## config.mk

```make
export PLATFORM = sky130hd
export DESIGN_NAME = elevator_ctrl_nfloor_flat
export DESIGN_NICKNAME = d
export VERILOG_FILES = /design/src/rtl/elevator_ctrl_nfloor_if.sv /design/src/rtl/elevator_ctrl_nfloor.sv /design/src/flat_wrapper.sv
export SDC_FILE = /design/constraint.sdc
export NUM_CORES = 1
export LEC_CHECK = 0
export CAP_MARGIN = 10
export CORE_MARGIN = 3
export CORE_UTILIZATION = 25
export DETAILED_ROUTE_END_ITERATION = 10
export SLEW_MARGIN = 20
export SYNTH_ARGS = -nofsm -noshare
export SYNTH_HDL_FRONTEND = slang
export SYNTH_SLANG_ARGS = --single-unit
```

## constraint.sdc

```tcl
create_clock -name clk -period 2.9 [get_ports clk]
set_input_delay 0.58 -clock clk [delete_from_list [all_inputs] [get_ports clk]]
set_output_delay 0.58 -clock clk [all_outputs]
set_load 0.1 [all_outputs]
```

## src/rtl/elevator_ctrl_nfloor_if.sv

```systemverilog
// Bundle between call-button decode (master) and the elevator car controller (slave).
// The master drives call requests; the slave returns car position and door/motion status.
interface elevator_ctrl_nfloor_if #(
  parameter int NUM_FLOORS = 8
);
  localparam int IDX_W = $clog2(NUM_FLOORS);

  logic [NUM_FLOORS-1:0] req_vec;
  logic [NUM_FLOORS-1:0] cur_floor;
  logic [IDX_W-1:0]      cur_floor_idx;
  logic [NUM_FLOORS-1:0] pending;
  logic                  dir_up;
  logic                  moving;
  logic                  door_open;

  modport master (
    output req_vec,
    input  cur_floor, cur_floor_idx, pending, dir_up, moving, door_open
  );

  modport slave (
    input  req_vec,
    output cur_floor, cur_floor_idx, pending, dir_up, moving, door_open
  );
endinterface

```

## src/rtl/elevator_ctrl_nfloor.sv

```systemverilog
// N-floor elevator car controller: latched requests, SCAN direction scheduling,
// prescaled move ticks and a timed door-open phase. All outputs are registered.
module elevator_ctrl_nfloor #(
  parameter int NUM_FLOORS = 8,
  parameter int TICK_DIV   = 32768,
  parameter int DOOR_TICKS = 3
) (
  input logic clk,
  input logic rst,
  elevator_ctrl_nfloor_if.slave bus
);
  localparam int IDX_W  = $clog2(NUM_FLOORS);
  localparam int TICK_W = $clog2(TICK_DIV);
  localparam int DOOR_W = $clog2(DOOR_TICKS + 1);

  typedef enum logic [1:0] {IDLE, MOVE_UP, MOVE_DOWN, DOOR_OPEN} state_t;

  state_t                state_q, state_d;
  logic [TICK_W-1:0]     tick_cnt_q, tick_cnt_d;
  logic [DOOR_W-1:0]     door_cnt_q, door_cnt_d;
  logic [NUM_FLOORS-1:0] cur_floor_q, cur_floor_d;
  logic [IDX_W-1:0]      idx_q, idx_d;
  logic [NUM_FLOORS-1:0] pending_q, pending_d;
  logic                  dir_up_q, dir_up_d;
  logic                  moving_q, moving_d;
  logic                  door_open_q, door_open_d;

  logic                  tick;
  logic [NUM_FLOORS-1:0] req_eff;
  logic [NUM_FLOORS-1:0] clear_mask;
  logic [NUM_FLOORS-1:0] up_floor;
  logic [NUM_FLOORS-1:0] dn_floor;
  logic                  above;
  logic                  below;

  function automatic logic [NUM_FLOORS-1:0] above_mask(input int k);
    logic [NUM_FLOORS-1:0] m;
    for (int i = 0; i < NUM_FLOORS; i++) m[i] = (i > k);
    return m;
  endfunction

  function automatic logic [NUM_FLOORS-1:0] below_mask(input int k);
    logic [NUM_FLOORS-1:0] m;
    for (int i = 0; i < NUM_FLOORS; i++) m[i] = (i < k);
    return m;
  endfunction

  always_comb begin
    tick       = (tick_cnt_q == TICK_W'(TICK_DIV - 1));
    tick_cnt_d = tick ? '0 : tick_cnt_q + 1'b1;
    req_eff    = pending_q | bus.req_vec;
    above      = |(req_eff & above_mask(int'(idx_q)));
    below      = |(req_eff & below_mask(int'(idx_q)));
    up_floor   = cur_floor_q << 1;
    dn_floor   = cur_floor_q >> 1;

    state_d     = state_q;
    door_cnt_d  = door_cnt_q;
    cur_floor_d = cur_floor_q;
    idx_d       = idx_q;
    dir_up_d    = dir_up_q;
    clear_mask  = '0;

    case (state_q)
      IDLE: begin
        if (|(req_eff & cur_floor_q)) begin
          state_d    = DOOR_OPEN;
          clear_mask = cur_floor_q;
          door_cnt_d = '0;
        end else if (above && (dir_up_q || !below)) begin
          state_d  = MOVE_UP;
          dir_up_d = 1'b1;
        end else if (below) begin
          state_d  = MOVE_DOWN;
          dir_up_d = 1'b0;
        end
      end

      MOVE_UP: begin
        // Top-floor guard should never trigger; it keeps the shift from falling off the end.
        if (cur_floor_q[NUM_FLOORS-1]) begin
          state_d = IDLE;
        end else if (tick) begin
          cur_floor_d = up_floor;
          idx_d       = idx_q + 1'b1;
          if (|(req_eff & up_floor)) begin
            state_d    = DOOR_OPEN;
            clear_mask = up_floor;
            door_cnt_d = '0;
          end else if (!(|(req_eff & above_mask(int'(idx_q) + 1)))) begin
            state_d = IDLE;
          end
        end
      end

      MOVE_DOWN: begin
        if (cur_floor_q[0]) begin
          state_d = IDLE;
        end else if (tick) begin
          cur_floor_d = dn_floor;
          idx_d       = idx_q - 1'b1;
          if (|(req_eff & dn_floor)) begin
            state_d    = DOOR_OPEN;
            clear_mask = dn_floor;
            door_cnt_d = '0;
          end else if (!(|(req_eff & below_mask(int'(idx_q) - 1)))) begin
            state_d = IDLE;
          end
        end
      end

      DOOR_OPEN: begin
        // Calls for this floor while the door is open are absorbed without extending the timer.
        clear_mask = cur_floor_q;
        if (tick) begin
          if (door_cnt_q == DOOR_W'(DOOR_TICKS - 1)) begin
            state_d    = IDLE;
            door_cnt_d = '0;
          end else begin
            door_cnt_d = door_cnt_q + 1'b1;
          end
        end
      end

      default: state_d = IDLE;
    endcase

    pending_d   = req_eff & ~clear_mask;
    moving_d    = (state_d == MOVE_UP) || (state_d == MOVE_DOWN);
    door_open_d = (state_d == DOOR_OPEN);
  end

  always_ff @(posedge clk) begin
    if (rst) begin
      state_q     <= IDLE;
      tick_cnt_q  <= '0;
      door_cnt_q  <= '0;
      cur_floor_q <= NUM_FLOORS'(1);
      idx_q       <= '0;
      pending_q   <= '0;
      dir_up_q    <= 1'b1;
      moving_q    <= 1'b0;
      door_open_q <= 1'b0;
    end else begin
      state_q     <= state_d;
      tick_cnt_q  <= tick_cnt_d;
      door_cnt_q  <= door_cnt_d;
      cur_floor_q <= cur_floor_d;
      idx_q       <= idx_d;
      pending_q   <= pending_d;
      dir_up_q    <= dir_up_d;
      moving_q    <= moving_d;
      door_open_q <= door_open_d;
    end
  end

  assign bus.cur_floor     = cur_floor_q;
  assign bus.cur_floor_idx = idx_q;
  assign bus.pending       = pending_q;
  assign bus.dir_up        = dir_up_q;
  assign bus.moving        = moving_q;
  assign bus.door_open     = door_open_q;
endmodule

```

## src/flat_wrapper.sv

```systemverilog
// flat-port wrapper written by rule: the top's interface ports become plain ports
module elevator_ctrl_nfloor_flat 
#(
  parameter int NUM_FLOORS = 8,
  parameter int TICK_DIV   = 32768,
  parameter int DOOR_TICKS = 3
)
  (clk, rst, bus_req_vec, bus_cur_floor, bus_cur_floor_idx, bus_pending, bus_dir_up, bus_moving, bus_door_open);
  elevator_ctrl_nfloor_if #(.NUM_FLOORS(NUM_FLOORS)) bus_i ();
  input logic clk;
  input logic rst;
  input wire logic [$bits(bus_i.req_vec)-1:0] bus_req_vec;
  output wire logic [$bits(bus_i.cur_floor)-1:0] bus_cur_floor;
  output wire logic [$bits(bus_i.cur_floor_idx)-1:0] bus_cur_floor_idx;
  output wire logic [$bits(bus_i.pending)-1:0] bus_pending;
  output wire logic [$bits(bus_i.dir_up)-1:0] bus_dir_up;
  output wire logic [$bits(bus_i.moving)-1:0] bus_moving;
  output wire logic [$bits(bus_i.door_open)-1:0] bus_door_open;
  assign bus_i.req_vec = bus_req_vec;
  assign bus_cur_floor = bus_i.cur_floor;
  assign bus_cur_floor_idx = bus_i.cur_floor_idx;
  assign bus_pending = bus_i.pending;
  assign bus_dir_up = bus_i.dir_up;
  assign bus_moving = bus_i.moving;
  assign bus_door_open = bus_i.door_open;
  elevator_ctrl_nfloor #(.NUM_FLOORS(NUM_FLOORS), .TICK_DIV(TICK_DIV), .DOOR_TICKS(DOOR_TICKS)) u_core (.clk(clk), .rst(rst), .bus(bus_i));
endmodule
```

# Yosys cells after proc, flatten, opt, wreduce, memory -nomap -nowiden
# Cells that the tools add are included.
# totals
out_inout_bits,22
inputBits,10
register_bits,41
wordCells,138
# classes
eq_ne,16
bitwise_logic,11
order_cmp,30
mux,44
addsub,6
n_reduce_logical,20
# ops
operator,n
$gt A4 B32 Y1 const A,4
$lt A4 B32 Y1 const A,4
$mux W8,10
$gt A3 B32 Y1 const A,2
$lt A3 B32 Y1 const A,2
$reduce_or A8 Y1,7
$and A8 B8 Y8,6
$mux W2,22
$gt A1 B32 Y1 const A,1
$gt A2 B32 Y1 const A,1
$lt A1 B32 Y1 const A,1
$lt A2 B32 Y1 const A,1
$pmux W8 S4,1
$and A8 B7 Y8,2
$pmux W2 S4,2
$pmux W8 S2,1
$add A15 B1 Y15 const B,1
$eq A15 B15 Y1 const B,1
$gt A3 B3 Y1 const A,4
$mux W3,4
$ne A2 B1 Y1 const B,6
$eq A2 B2 Y1 const B,5
$lt A3 B3 Y1 const A,3
$reduce_and A3 Y1,3
other kinds (25),33

# Longest topological paths before layout
# depth
word_depth,11
ltp_mapped,12
mapped_depth_nobuf,10

# Worst setup path before layout
# Ideal clock, no wire load.
# synth_path
kind,register -> register
from,reg u_core.idx_q[0] (netlist: u_core.bus.cur_floor_idx[0])
to,reg u_core.moving_q (netlist: u_core.bus.moving)
arrival_ns,3.314
synth_period_minus_slack_ns,3.440
n_path_buf,0
setup_ns,0.126
stages_incl_launch_ff,11
required_time_ns,2.774
setup_slack_ns,-0.540
cell_sequence,dfxtp_1 inv_1 ha_1 o2bb2ai_1 a22oi_1 o41ai_1 a311oi_1 nor4_2 nor3_1 ha_1 nor2b_1
# synth_between
elab_chain_len,11
word_cells_on_any_way,58
classes_between,add/sub: 2; order compare: 30; eq/ne: 2; mux: 12; bitwise: 4; reduce/logical: 8
# synth_rtl
item,line,rtl
start: declaration,elevator_ctrl_nfloor.sv:22,"logic [IDX_W-1:0] idx_q, idx_d;"
start signal: assignment,elevator_ctrl_nfloor.sv:149,idx_q <= idx_d;
"$sub A3 B1 Y4, or another cell as far along",elevator_ctrl_nfloor.sv:106,end else if (!(|(req_eff & below_mask(int'(idx_q) - 1)))) begin
"$lt A1 B32 Y1, or another cell as far along",elevator_ctrl_nfloor.sv:44,for (int i = 0; i < NUM_FLOORS; i++) m[i] = (i < k);
"$and A8 B8 Y8, or another cell as far along",elevator_ctrl_nfloor.sv:106,
"$reduce_or A8 Y1, or another cell as far along",elevator_ctrl_nfloor.sv:106,
"$mux W2, or another cell as far along",elevator_ctrl_nfloor.sv:106,
"$mux W2, or another cell as far along",elevator_ctrl_nfloor.sv:102,if (|(req_eff & dn_floor)) begin
$mux W2 (on tied branches),"elevator_ctrl_nfloor.sv:99, elevator_ctrl_nfloor.sv:83, elevator_ctrl_nfloor.sv:70",
$mux W2 (on tied branches),"elevator_ctrl_nfloor.sv:97, elevator_ctrl_nfloor.sv:81, elevator_ctrl_nfloor.sv:66",
$pmux W2 S4 (*),elevator_ctrl_nfloor.sv:64,case (state_q)
named net u_core.state_d[0],elevator_ctrl_nfloor.sv:18,"state_t state_q, state_d;"
$eq A2 B1 Y1 or $eq A2 B2 Y1 (tied branches),elevator_ctrl_nfloor.sv:129,moving_d = (state_d == MOVE_UP) || (state_d == MOVE_DOWN);
$logic_or A1 B1 Y1 (*),elevator_ctrl_nfloor.sv:129,
named net u_core.moving_d,elevator_ctrl_nfloor.sv:25,"logic moving_q, moving_d;"
end signal: assignment,elevator_ctrl_nfloor.sv:152,moving_q <= moving_d;
end: declaration,elevator_ctrl_nfloor.sv:25,
# The timed path passes the listed nets; every way through them passes the cells marked *.
# A chain may end at the register's enable or synchronous reset.

# Final worst setup path
# Ends and elaborated chain as after synthesis.

==> out/summary.log <==
INFO  outcome        outcome=complete, no violations
INFO  synthesis      postSynthCellCount=339
INFO  global_routing antenna_violations_before_repair=0
INFO  finish         post-route-cell-area=3570µm²
INFO  drt            route.final.wire_length=9090µm
INFO  clock_network  cts-root-buf=clkbuf_8
INFO  synthesis      proportion_of_netlist_area_held_by_the_largest_area_contributor=30.1%
INFO  pwr            leakage=0.00137µW
INFO  global_routing groute.usage.overall=14.7%
INFO  floorplan      die_w=111µm
INFO  clock_network  tritoncts=built
INFO  timing         total_count_of_max_transition_violations_in_the_final_report=0
INFO  global_routing grt_pass1_wl=14900µm
INFO  pwr            switching_share=48.7%
INFO  drt            routed_via_density=5.55
INFO  synthesis      sequential_element_share_of_the_synthesized_area=30.1%
INFO  setup_path     timing.rr.end=u_core.bus.moving$_SDFF_PP0_
INFO  timing         slew_headroom=58.5%
INFO  timing         setup_violations=0
INFO  drt            drt_drc_violations_left=0
INFO  drt            antenna_left=0
INFO  floorplan      total_core_area=10500µm²
INFO  global_routing first_global_vias=2867
INFO  timing         setup_repair_after_global_routing_missed_its_margin=yes
INFO  clock_network  clkTransAtPathRegs=80ps
INFO  timing         hold_viol_final=0
INFO  place          global_placement_routability_congestion=0.901
INFO  pwr            p_switching=1420µW
INFO  setup_path     worstSetupEndpoint=u_core.bus.moving$_SDFF_PP0_
INFO  synthesis      syn_std_cell_area=2730µm²
INFO  pwr            power-per-cell-area=820nW/µm²
INFO  synthesis      ys.flop_type=dfxtp_1
INFO  synthesis      distinct_cell_type_count_of_the_synthesized_netlist=55
INFO  timing         fin_crit_sh=97.6%
INFO  drt            wl_per_cell=16.9µm
INFO  drt            dr.pass1.iters=5
INFO  setup_path     critical_path_fanouts_max=11
INFO  synthesis      synth.top_cells.by_area=dfxtp_1 (30%), ha_1 (6.9%), nor2_1 (6.2%)
INFO  setup_path     cp-start-kind=flop
INFO  synthesis      yosysWarningCount=0
INFO  clock_network  hold_buffers=0
INFO  place          dp_cells=527
INFO  timing         worst_slack=69.6ps
INFO  clock_network  cts.path.max_buffers=2
INFO  setup_path     critPathCaptureType=flop
INFO  finish         area_delta_synth_final=30.6%
INFO  clock_network  clock_sink_count=41
INFO  finish         finalCoreUtilization=34.1%
INFO  synthesis      synth_nets=364
INFO  pwr            p_total=2920µW
INFO  synthesis      synth_enable_flop_cells=0
INFO  global_routing grt_max_degree=18
INFO  synthesis      yosysTopAreaCell=dfxtp_1
INFO  finish         fillCellCount=1130
INFO  finish         net_count_reported_at_finish=427
INFO  pwr            irDropWorstVdd=0.358mV
INFO  pwr            pwr-share-seq=25.7%
INFO  setup_path     worst-endpoint-required=3100ps
INFO  finish         final_layout_size_suffix_gt1_share=23.8%
INFO  clock_network  worstSkewPairLatency=310ps
INFO  clock_network  numCtsBuffers=5
INFO  setup_path     start_of_the_worst_register_to_register_path=u_core.bus.cur_floor_idx[0]$_SDFFE_PP0P_
INFO  clock_network  cts-htree-levels=2
INFO  setup_path     worst-endpoint-arrival=3030ps
INFO  timing         worst-slew-pin-transition=620ps
INFO  pwr            internal_power_of_the_cells=1500µW
INFO  pwr            power.combinational.fraction=58.8%
INFO  floorplan      floorplan.die_area=12200µm²
INFO  pwr            clock_power_share=15.6%
INFO  timing         worst_clock_skew=8.44ps
INFO  finish         antenna-diode-count=0
INFO  timing         max_clock_freq=353MHz
INFO  floorplan      floorplan.initialDensity=26.1%
INFO  timing         post-route-min-period=2830ps
INFO  global_routing grt_remaining_overflow=0
INFO  setup_path     reg2reg_depth=11
INFO  floorplan      std_cell_rows=37
INFO  min_path       min-delay-path-class=reg -> reg
INFO  place          dp_hpwl=6750µm
INFO  place          area_post_placement=3390µm²
INFO  synthesis      syn_area_per_cell=8.05µm²
INFO  floorplan      floorplan.io_pins=32
INFO  place          numPortBuffers=31
INFO  floorplan      chip_height=111µm
INFO  setup_path     crit_path_start=u_core.bus.cur_floor_idx[0]$_SDFFE_PP0P_
INFO  synthesis      synth_seq_cells=41
INFO  setup_path     path_class=reg -> reg
INFO  synthesis      async_flop_share=0%
INFO  flow_run       cap_violations=0
INFO  drt            dr.first_iter.drc_count=338
INFO  drt            via_count=2993
INFO  setup_path     regToRegSetupSlack=70ps
INFO  finish         finalNonFillerCells=539
INFO  place          placement.setup.worst_slack=-362ps
[state kept, by name, indices dropped and copies added, names as in the netlist]
name / count
u_core.bus.cur_floor: 8
u_core.bus.cur_floor_idx: 3
u_core.bus.dir_up: 1
u_core.bus.door_open: 1
u_core.bus.moving: 1
u_core.bus.pending: 8
u_core.door_cnt_q: 2
u_core.state_q: 2
u_core.tick_cnt_q: 15
[routing by layer]
layer  share of wire (%)  GRT usage, %
met1                  46          19.6
met2                  44          22.3
met4                 3.6          6.98
met5                   0             0
met3                 6.1          3.45
[kinds of logic after synthesis]
logic type / count (synthesis) / share of synthesized area (%)
XOR/XNOR: 14 / 4.49
adder cells (fa/ha/maj): 15 / 6.87
AO/OA/AOI/OAI: 118 / 30.2
multiplexers: 2 / 0.733
AND/OR/NAND/NOR: 116 / 22.9
buffers and inverters: 33 / 4.81
flip-flops: 41 / 30.1
[through the flow]
stage	hold WS, ps	TNS, ps
2_1_floorplan	430	0
5_1_grt	506	-57.0
3_5_place_dp	456	-806
4_1_cts	474	0
3_3_place_gp	443	-1010
6_report	469	0
[worst min path at each step]
stage / start / endpoint / slack [ps] / cells past startpoint
after global routing: u_core.tick_cnt_q[0]$_SDFF_PP0_ / u_core.tick_cnt_q[0]$_SDFF_PP0_ / 510 / 1
after global placement: u_core.tick_cnt_q[0]$_SDFF_PP0_ / u_core.tick_cnt_q[0]$_SDFF_PP0_ / 440 / 1
after CTS: u_core.tick_cnt_q[0]$_SDFF_PP0_ / u_core.tick_cnt_q[0]$_SDFF_PP0_ / 470 / 1
final: u_core.tick_cnt_q[0]$_SDFF_PP0_ / u_core.tick_cnt_q[0]$_SDFF_PP0_ / 470 / 1
after detailed placement: u_core.tick_cnt_q[0]$_SDFF_PP0_ / u_core.tick_cnt_q[0]$_SDFF_PP0_ / 460 / 1
after floorplan: u_core.tick_cnt_q[0]$_SDFF_PP0_ / u_core.tick_cnt_q[0]$_SDFF_PP0_ / 430 / 1
[worst max-delay path, stage by stage (launching register included)]
cell and delay [ps]:
dfxtp_4 440, clkinvlp_4 190, ha_2 410, o2bb2ai_1 120, a22oi_1 110, o41ai_2 370, a311oi_2 160, nor4_2 270
buf_4 170, nor3_1 50, ha_1 290, nor2b_1 130
[synthesized netlist by cell type, types with 7 or more instances]
master and number:
a2111oi_0 7, a21oi_1 15, a22oi_1 8, a31oi_1 10, clkbuf_1 9, dfxtp_1 41, ha_1 15, inv_1 13
nand2_1 14, nor2_1 45, nor3_1 10, o21ai_0 29, or3_1 9, xnor2_1 8
[cell usage in the layout (no fill, tap or decap), types with 5 or more instances in the layout]
cell type         n
ha_1             14
clkdlybuf4s50_1   9
o211ai_1          5
a21oi_1          15
buf_4            67
or3_1             9
clkbuf_8          6
nor3_1           10
a31oi_1           9
a2111oi_0         6
inv_1            12
dfxtp_1          37
xor2_1            6
o21bai_1          5
nand4_1           5
xnor2_1           8
nand2_1          14
nand3_1           6
nor2_1           45
o21ai_0          29
and3_1            6
a22oi_1           8
[power groups by stage]
stage | clock network (µW) | registers (µW) | logic, µW
floorplan | 0 | 1030 | 872
finish | 456 | 750 | 1720
CTS | 473 | 745 | 1640
global route | 495 | 766 | 1860
global placement | 0 | 759 | 1630
detailed placement | 0 | 757 | 1630
[area by class of cell]
| cell class | count | area (µm²) | share of cell area (%) |
|---|---|---|---|
| repair buffers | 76 | 593 | 16.6 |
| well taps | 136 | 170 | 4.77 |
| flip-flops and latches | 41 | 831 | 23.3 |
| multi-input cells | 265 | 1810 | 50.7 |
| clock buffers | 8 | 111 | 3.12 |
| inverters | 13 | 52.6 | 1.47 |
[timing repair]
action / CTS / global route
resized for setup: 1 / 6
endpoints found under the setup margin: 1 / 2
buffers inserted: 0 / 4
pin swaps: 0 / 3
Note: power is estimated with default switching activity, not from simulation.
